$ cat src/rtl/updown_count_monitor_pkg.sv
// Shared types for the up/down counter observer.
// Tracker states and the delta classes of successive samples.
package updown_count_monitor_pkg;

   typedef enum logic [1:0] {
      S_EMPTY = 2'd0,
      S_UP    = 2'd1,
      S_DOWN  = 2'd2,
      S_STILL = 2'd3
   } state_t;

   typedef enum logic [1:0] {
      D_HOLD = 2'd0,
      D_INC  = 2'd1,
      D_DEC  = 2'd2,
      D_JUMP = 2'd3
   } delta_t;

endpackage

$ cat src/rtl/updown_delta_classify.sv
// Classifies the modular step between the previous and current samples.
// Also flags the two wrap-around steps.
module updown_delta_classify
   import updown_count_monitor_pkg::*;
#(
   parameter int WIDTH = 3
) (
   input  logic [WIDTH-1:0] prev,
   input  logic [WIDTH-1:0] count_in,
   output delta_t           cls,
   output logic             wrap_up,
   output logic             wrap_dn
);

   localparam logic [WIDTH-1:0] MAX = '1;
   localparam logic [WIDTH-1:0] ONE = WIDTH'(1);

   logic [WIDTH-1:0] delta;

   always_comb begin
      delta   = count_in - prev;
      cls     = D_JUMP;
      wrap_up = 1'b0;
      wrap_dn = 1'b0;
      if (delta == '0) begin
         cls = D_HOLD;
      end else if (delta == ONE) begin
         cls     = D_INC;
         wrap_up = (prev == MAX);
      end else if (delta == MAX) begin
         cls     = D_DEC;
         wrap_dn = (prev == '0);
      end
   end

endmodule

$ cat src/rtl/updown_count_monitor.sv
// Observer for an up/down counter bus: recovers direction, wraps,
// reversals and illegal jumps, with net-wrap and error counters.
module updown_count_monitor
   import updown_count_monitor_pkg::*;
#(
   parameter int WIDTH  = 3,
   parameter int WRAP_W = 8,
   parameter int ERR_W  = 4
) (
   input  logic              clk,
   input  logic              reset,
   input  logic              in_valid,
   input  logic              resync,
   input  logic [WIDTH-1:0]  count_in,
   output logic              dir_up,
   output logic              dir_known,
   output logic              step_up,
   output logic              step_dn,
   output logic              wrap_up,
   output logic              wrap_dn,
   output logic              reversal,
   output logic              jump_err,
   output logic [WRAP_W-1:0] net_wraps,
   output logic [ERR_W-1:0]  err_count
);

   state_t            state, state_nxt;
   logic [WIDTH-1:0]  prev, prev_nxt;
   logic              dir_up_nxt, dir_known_nxt;
   logic              step_up_nxt, step_dn_nxt;
   logic              wrap_up_nxt, wrap_dn_nxt;
   logic              reversal_nxt, jump_err_nxt;
   logic [WRAP_W-1:0] net_nxt;
   logic [ERR_W-1:0]  err_nxt;

   delta_t cls;
   logic   cls_wu, cls_wd;

   updown_delta_classify #(.WIDTH(WIDTH)) u_classify (
      .prev     (prev),
      .count_in (count_in),
      .cls      (cls),
      .wrap_up  (cls_wu),
      .wrap_dn  (cls_wd)
   );

   always_ff @(posedge clk or posedge reset) begin
      if (reset) begin
         state     <= S_EMPTY;
         prev      <= '0;
         dir_up    <= 1'b0;
         dir_known <= 1'b0;
         step_up   <= 1'b0;
         step_dn   <= 1'b0;
         wrap_up   <= 1'b0;
         wrap_dn   <= 1'b0;
         reversal  <= 1'b0;
         jump_err  <= 1'b0;
         net_wraps <= '0;
         err_count <= '0;
      end else begin
         state     <= state_nxt;
         prev      <= prev_nxt;
         dir_up    <= dir_up_nxt;
         dir_known <= dir_known_nxt;
         step_up   <= step_up_nxt;
         step_dn   <= step_dn_nxt;
         wrap_up   <= wrap_up_nxt;
         wrap_dn   <= wrap_dn_nxt;
         reversal  <= reversal_nxt;
         jump_err  <= jump_err_nxt;
         net_wraps <= net_nxt;
         err_count <= err_nxt;
      end
   end

   always_comb begin
      state_nxt     = state;
      prev_nxt      = prev;
      dir_up_nxt    = dir_up;
      dir_known_nxt = dir_known;
      step_up_nxt   = 1'b0;
      step_dn_nxt   = 1'b0;
      wrap_up_nxt   = 1'b0;
      wrap_dn_nxt   = 1'b0;
      reversal_nxt  = 1'b0;
      jump_err_nxt  = 1'b0;
      net_nxt       = net_wraps;
      err_nxt       = err_count;

      // resync drops the baseline but keeps the accumulated counters
      if (resync) begin
         state_nxt     = S_EMPTY;
         dir_known_nxt = 1'b0;
      end else if (in_valid) begin
         prev_nxt = count_in;
         if (state == S_EMPTY) begin
            state_nxt = S_STILL;
         end else begin
            case (cls)
               D_INC: begin
                  step_up_nxt   = 1'b1;
                  reversal_nxt  = (state == S_DOWN);
                  state_nxt     = S_UP;
                  dir_up_nxt    = 1'b1;
                  dir_known_nxt = 1'b1;
                  if (cls_wu) begin
                     wrap_up_nxt = 1'b1;
                     net_nxt     = net_wraps + WRAP_W'(1);
                  end
               end
               D_DEC: begin
                  step_dn_nxt   = 1'b1;
                  reversal_nxt  = (state == S_UP);
                  state_nxt     = S_DOWN;
                  dir_up_nxt    = 1'b0;
                  dir_known_nxt = 1'b1;
                  if (cls_wd) begin
                     wrap_dn_nxt = 1'b1;
                     net_nxt     = net_wraps - WRAP_W'(1);
                  end
               end
               D_JUMP: begin
                  jump_err_nxt  = 1'b1;
                  state_nxt     = S_STILL;
                  dir_known_nxt = 1'b0;
                  if (err_count != '1)
                     err_nxt = err_count + ERR_W'(1);
               end
               default: ;
            endcase
         end
      end
   end

endmodule

$ cat config.mk
export PLATFORM = sky130hd
export DESIGN_NAME = updown_count_monitor
export DESIGN_NICKNAME = d
export VERILOG_FILES = /design/src/rtl/updown_count_monitor_pkg.sv /design/src/rtl/updown_delta_classify.sv /design/src/rtl/updown_count_monitor.sv
export SDC_FILE = /design/constraint.sdc
export NUM_CORES = 1
export LEC_CHECK = 0
export CORE_MARGIN = 2
export CORE_UTILIZATION = 52
export DETAILED_ROUTE_END_ITERATION = 8
export PLACE_DENSITY = 0.78
export SLEW_MARGIN = 10
export SYNTH_ARGS = -nofsm -noshare
export SYNTH_HDL_FRONTEND = slang
export SYNTH_HIERARCHICAL = 1
export SYNTH_SLANG_ARGS = --single-unit
$ cat constraint.sdc
create_clock -name clk -period 8.35 [get_ports clk]
set_clock_uncertainty 0.05 [all_clocks]
set_input_delay 0.835 -clock clk [delete_from_list [all_inputs] [get_ports clk]]
set_output_delay 0.835 -clock clk [all_outputs]
set_load 0.05 [all_outputs]
==> metrics.txt <==
# TYPE chip_impl_metric gauge
chip_impl_info{name="outcome",value="finished clean"} 1
chip_impl_metric{name="synthToLayoutAreaGrowth",unit="%"} 16.6
chip_impl_metric{name="finalInstanceArea",unit="sq um"} 1860
chip_impl_metric{name="dieHeight",unit="microns"} 59.4
chip_impl_metric{name="cp_max_fo",unit=""} 20
chip_impl_metric{name="io-pin-count",unit=""} 27
chip_impl_metric{name="min_period",unit="ns"} 4.27
chip_impl_metric{name="worst_slew_margin_rel",unit=""} 0.380
chip_impl_metric{name="detailedRoute.firstPassIterationCount",unit=""} 4
chip_impl_info{name="mostFrequentLayoutCells",value="26 x sky130_fd_sc_hd__clkdlybuf4s50_1, 25 x sky130_fd_sc_hd__dfrtp_1, 9 x sky130_fd_sc_hd__inv_1, 9 x sky130_fd_sc_hd__xor2_1"} 1
chip_impl_info{name="cts_tree",value="yes"} 1
chip_impl_metric{name="track_usage",unit=""} 0.194
chip_impl_metric{name="final_setup_violation_count",unit=""} 0
chip_impl_metric{name="synth_area_per_cell",unit="sq um"} 10.2
chip_impl_metric{name="finalHoldViolations",unit=""} 0
chip_impl_metric{name="syn-num-nets",unit=""} 172
chip_impl_metric{name="drv.max_cap_violation_count",unit=""} 0
chip_impl_metric{name="drt.antenna.violating_nets",unit=""} 0
chip_impl_metric{name="power_frac_comb",unit=""} 0.579
chip_impl_metric{name="ys_seq_elements",unit=""} 25
chip_impl_metric{name="total_negative_setup_slacks",unit="ns"} 0
chip_impl_metric{name="clockBufferDepth",unit=""} 2
chip_impl_metric{name="first_global_vias",unit=""} 1123
chip_impl_metric{name="clkPwrFrac",unit=""} 0.086
chip_impl_metric{name="final_core_utilization",unit=""} 0.626
chip_impl_metric{name="worst-slew-pin-transition",unit="ns"} 0.929
chip_impl_metric{name="grt_max_degree",unit=""} 26
chip_impl_metric{name="min_period_over_period",unit=""} 0.511
chip_impl_metric{name="fmax",unit="GHz"} 0.234
chip_impl_metric{name="post-route-drc-count",unit=""} 0
chip_impl_info{name="hold_path_class",value="reg -> reg"} 1
chip_impl_metric{name="die_w",unit="microns"} 59.4
chip_impl_metric{name="num_vias",unit=""} 1212
chip_impl_metric{name="grt_pass1_wl",unit="microns"} 5210
chip_impl_metric{name="grt.overflow.total",unit=""} 0
chip_impl_metric{name="cts_inserted_buffers",unit=""} 3
chip_impl_metric{name="p_leak",unit="nW"} 0.829
chip_impl_metric{name="clk-insertion-delay-late",unit="ns"} 0.32
chip_impl_info{name="root_buffer",value="sky130_fd_sc_hd__clkbuf_4"} 1
chip_impl_metric{name="internal_power",unit="uW"} 315
chip_impl_metric{name="synth_warnings",unit=""} 6
chip_impl_metric{name="synth.yosys.seq_area_share",unit=""} 0.392
chip_impl_metric{name="initial_utilization",unit=""} 0.537
chip_impl_metric{name="p_per_area",unit="nW/um^2"} 342
chip_impl_metric{name="detailedPlacementHpwl",unit="microns"} 2220
chip_impl_metric{name="rows",unit=""} 20
chip_impl_metric{name="avgViaCountPerCell",unit=""} 5.77
chip_impl_info{name="layout.cells.most_common",value="sky130_fd_sc_hd__clkdlybuf4s50_1"} 1
chip_impl_metric{name="postSynth.asyncResetShare",unit=""} 1.00
chip_impl_metric{name="final-max-slew-violation-count",unit=""} 0
chip_impl_metric{name="post_cts_resize_count",unit=""} 0
chip_impl_metric{name="synth_edf_count",unit=""} 0
chip_impl_metric{name="power.switching",unit="uW"} 322
chip_impl_metric{name="pwr-share-seq",unit=""} 0.335
chip_impl_metric{name="synth.lib_cells_used.distinct",unit=""} 50
chip_impl_metric{name="post_syn_instances",unit=""} 157
chip_impl_metric{name="final_cells",unit=""} 210
chip_impl_info{name="startpoint_type",value="input port"} 1
chip_impl_metric{name="clk_transition_reported_paths",unit="ns"} 0.14
chip_impl_metric{name="core_region_area",unit="sq um"} 2980
chip_impl_info{name="ys.flop_type",value="sky130_fd_sc_hd__dfrtp_1"} 1
chip_impl_metric{name="routedWlPerCell",unit="microns"} 14.4
chip_impl_info{name="worstSetupEndpointType",value="flip-flop"} 1
chip_impl_metric{name="wirelength",unit="microns"} 3030
chip_impl_metric{name="numPlacedInstances",unit=""} 206
chip_impl_info{name="rsz0062_at_grt",value="no"} 1
chip_impl_metric{name="die_area",unit="sq um"} 3530
chip_impl_metric{name="netSwitchingFraction",unit=""} 0.505
chip_impl_metric{name="netlist_area",unit="sq um"} 1600
chip_impl_metric{name="gp_congestion",unit=""} 0.792
chip_impl_metric{name="postPlaceCellArea",unit="sq um"} 1840
chip_impl_metric{name="hold_buffers_post_cts",unit=""} 0
chip_impl_info{name="critPathKind",value="in -> reg"} 1
chip_impl_metric{name="numPortBuffers",unit=""} 26
chip_impl_metric{name="worst-endpoint-required",unit="ns"} 8.56
chip_impl_metric{name="power.ir.vdd_worst",unit="V"} 0.000120
chip_impl_metric{name="grt_antenna_before_repair",unit=""} 0
chip_impl_metric{name="fillers",unit=""} 236
chip_impl_metric{name="number_of_diodes_added_for_antenna_fixing",unit=""} 0
chip_impl_metric{name="drt_first_iter_violations",unit=""} 48
chip_impl_metric{name="post_route_cells_drive_above_1_share",unit=""} 0.130
chip_impl_metric{name="clock_tree.htree_level_count",unit=""} 1
chip_impl_metric{name="crit_arrival",unit="ns"} 4.48
chip_impl_metric{name="clkSinkCount",unit=""} 25
chip_impl_metric{name="post_cts_buffers",unit=""} 0
chip_impl_metric{name="fin_nets",unit=""} 193
## final cells by class
type,instances,area (sq um),share of cell area
Clock buffer,4,26.3,0.0141
Inverter,9,33.8,0.0181
Multi-Input combinational cell,113,876,0.470
Sequential cell,25,626,0.336
Tap cell,33,41.3,0.0222
Timing Repair Buffer,26,260,0.140
## metrics by stage
step	power [mW]	hold slack, ns	worst slack, ns
floorplan	0.487	0.471	4.50
global placement	0.570	0.411	3.91
detailed placement	0.583	0.427	3.76
CTS	0.637	0.446	4.09
global route	0.681	0.456	3.76
finish	0.637	0.443	4.08
## power by group through the flow
stage / Combinational, mW / Sequential (mW) / Clock [mW]
global placement: 0.359 / 0.211 / 0
detailed placement: 0.368 / 0.215 / 0
global route: 0.398 / 0.222 / 0.0608
CTS: 0.369 / 0.212 / 0.0549
floorplan: 0.192 / 0.295 / 0
finish: 0.369 / 0.213 / 0.0545
## critical path, cell delays in order
cell                              delay (ns)
sky130_fd_sc_hd__clkdlybuf4s50_1        0.48
sky130_fd_sc_hd__inv_1                  0.05
sky130_fd_sc_hd__ha_1                   0.21
sky130_fd_sc_hd__fa_1                   0.43
sky130_fd_sc_hd__xnor3_2                0.27
sky130_fd_sc_hd__mux2i_1                0.29
sky130_fd_sc_hd__inv_1                  0.10
sky130_fd_sc_hd__ha_1                   0.45
sky130_fd_sc_hd__xor2_1                 0.26
sky130_fd_sc_hd__ha_1                   0.28
sky130_fd_sc_hd__a2111oi_0              0.35
sky130_fd_sc_hd__o21ai_0                0.18
sky130_fd_sc_hd__a21oi_2                0.16
sky130_fd_sc_hd__xor2_1                 0.14
## logic make-up after synthesis
group	after synthesis	synth area share
XOR/XNOR	17	0.103
AND/OR/NAND/NOR	52	0.200
AO/OA/AOI/OAI	29	0.128
multiplexers	7	0.0501
adder cells (fa/ha/maj)	8	0.0673
flip-flops	25	0.392
buffers and inverters	19	0.0603
## worst paths after layout
path | from | end | slack (ns) | cells past startpoint
min in group asynchronous | reset | net_wraps[6] | 0.95 | 2
worst max register to register | prev[0] | net_wraps[6] | 4.72 | 12
worst min-delay path | net_wraps[7] | net_wraps[7] | 0.44 | 1
worst max-delay path | count_in[0] | net_wraps[6] | 4.08 | 14
max in group asynchronous | reset | dir_known | 6.73 | 2
worst min register to register | net_wraps[7] | net_wraps[7] | 0.44 | 1
## synth_stat cells, types with 3 or more instances
| master | instances | share of area |
|---|---|---|
| sky130_fd_sc_hd__and2_1 | 4 | 0.016 |
| sky130_fd_sc_hd__nor2b_1 | 3 | 0.012 |
| sky130_fd_sc_hd__buf_2 | 5 | 0.016 |
| sky130_fd_sc_hd__xnor2_1 | 7 | 0.038 |
| sky130_fd_sc_hd__a21oi_1 | 4 | 0.013 |
| sky130_fd_sc_hd__nand2_1 | 4 | 0.0094 |
| sky130_fd_sc_hd__nand3_1 | 4 | 0.013 |
| sky130_fd_sc_hd__inv_1 | 9 | 0.021 |
| sky130_fd_sc_hd__xor2_1 | 9 | 0.049 |
| sky130_fd_sc_hd__ha_1 | 7 | 0.055 |
| sky130_fd_sc_hd__mux2_2 | 4 | 0.028 |
| sky130_fd_sc_hd__and3_2 | 3 | 0.014 |
| sky130_fd_sc_hd__a21oi_2 | 4 | 0.022 |
| sky130_fd_sc_hd__dfrtp_1 | 25 | 0.39 |
| sky130_fd_sc_hd__nor2_1 | 7 | 0.016 |
| sky130_fd_sc_hd__nor3_1 | 7 | 0.022 |
| sky130_fd_sc_hd__o21ai_0 | 6 | 0.019 |
## per-layer routing
| layer | vias up | GRT usage | part of all wire |
|---|---|---|---|
| met5 | - | 0 | 0 |
| met4 | 0 | 0.0487 | 0.0049 |
| met3 | 2 | 0.0284 | 0.037 |
| met2 | 27 | 0.308 | 0.50 |
| met1 | 591 | 0.277 | 0.46 |
| li1 | 592 | - | - |
## state kept, by name, indices dropped and copies added, names as in the netlist
signal     flops
prev           3
dir_up         1
wrap_dn        1
step_up        1
step_dn        1
reversal       1
net_wraps      8
jump_err       1
state          2
dir_known      1
err_count      4
wrap_up        1
Power figures use the tool's default switching activity.
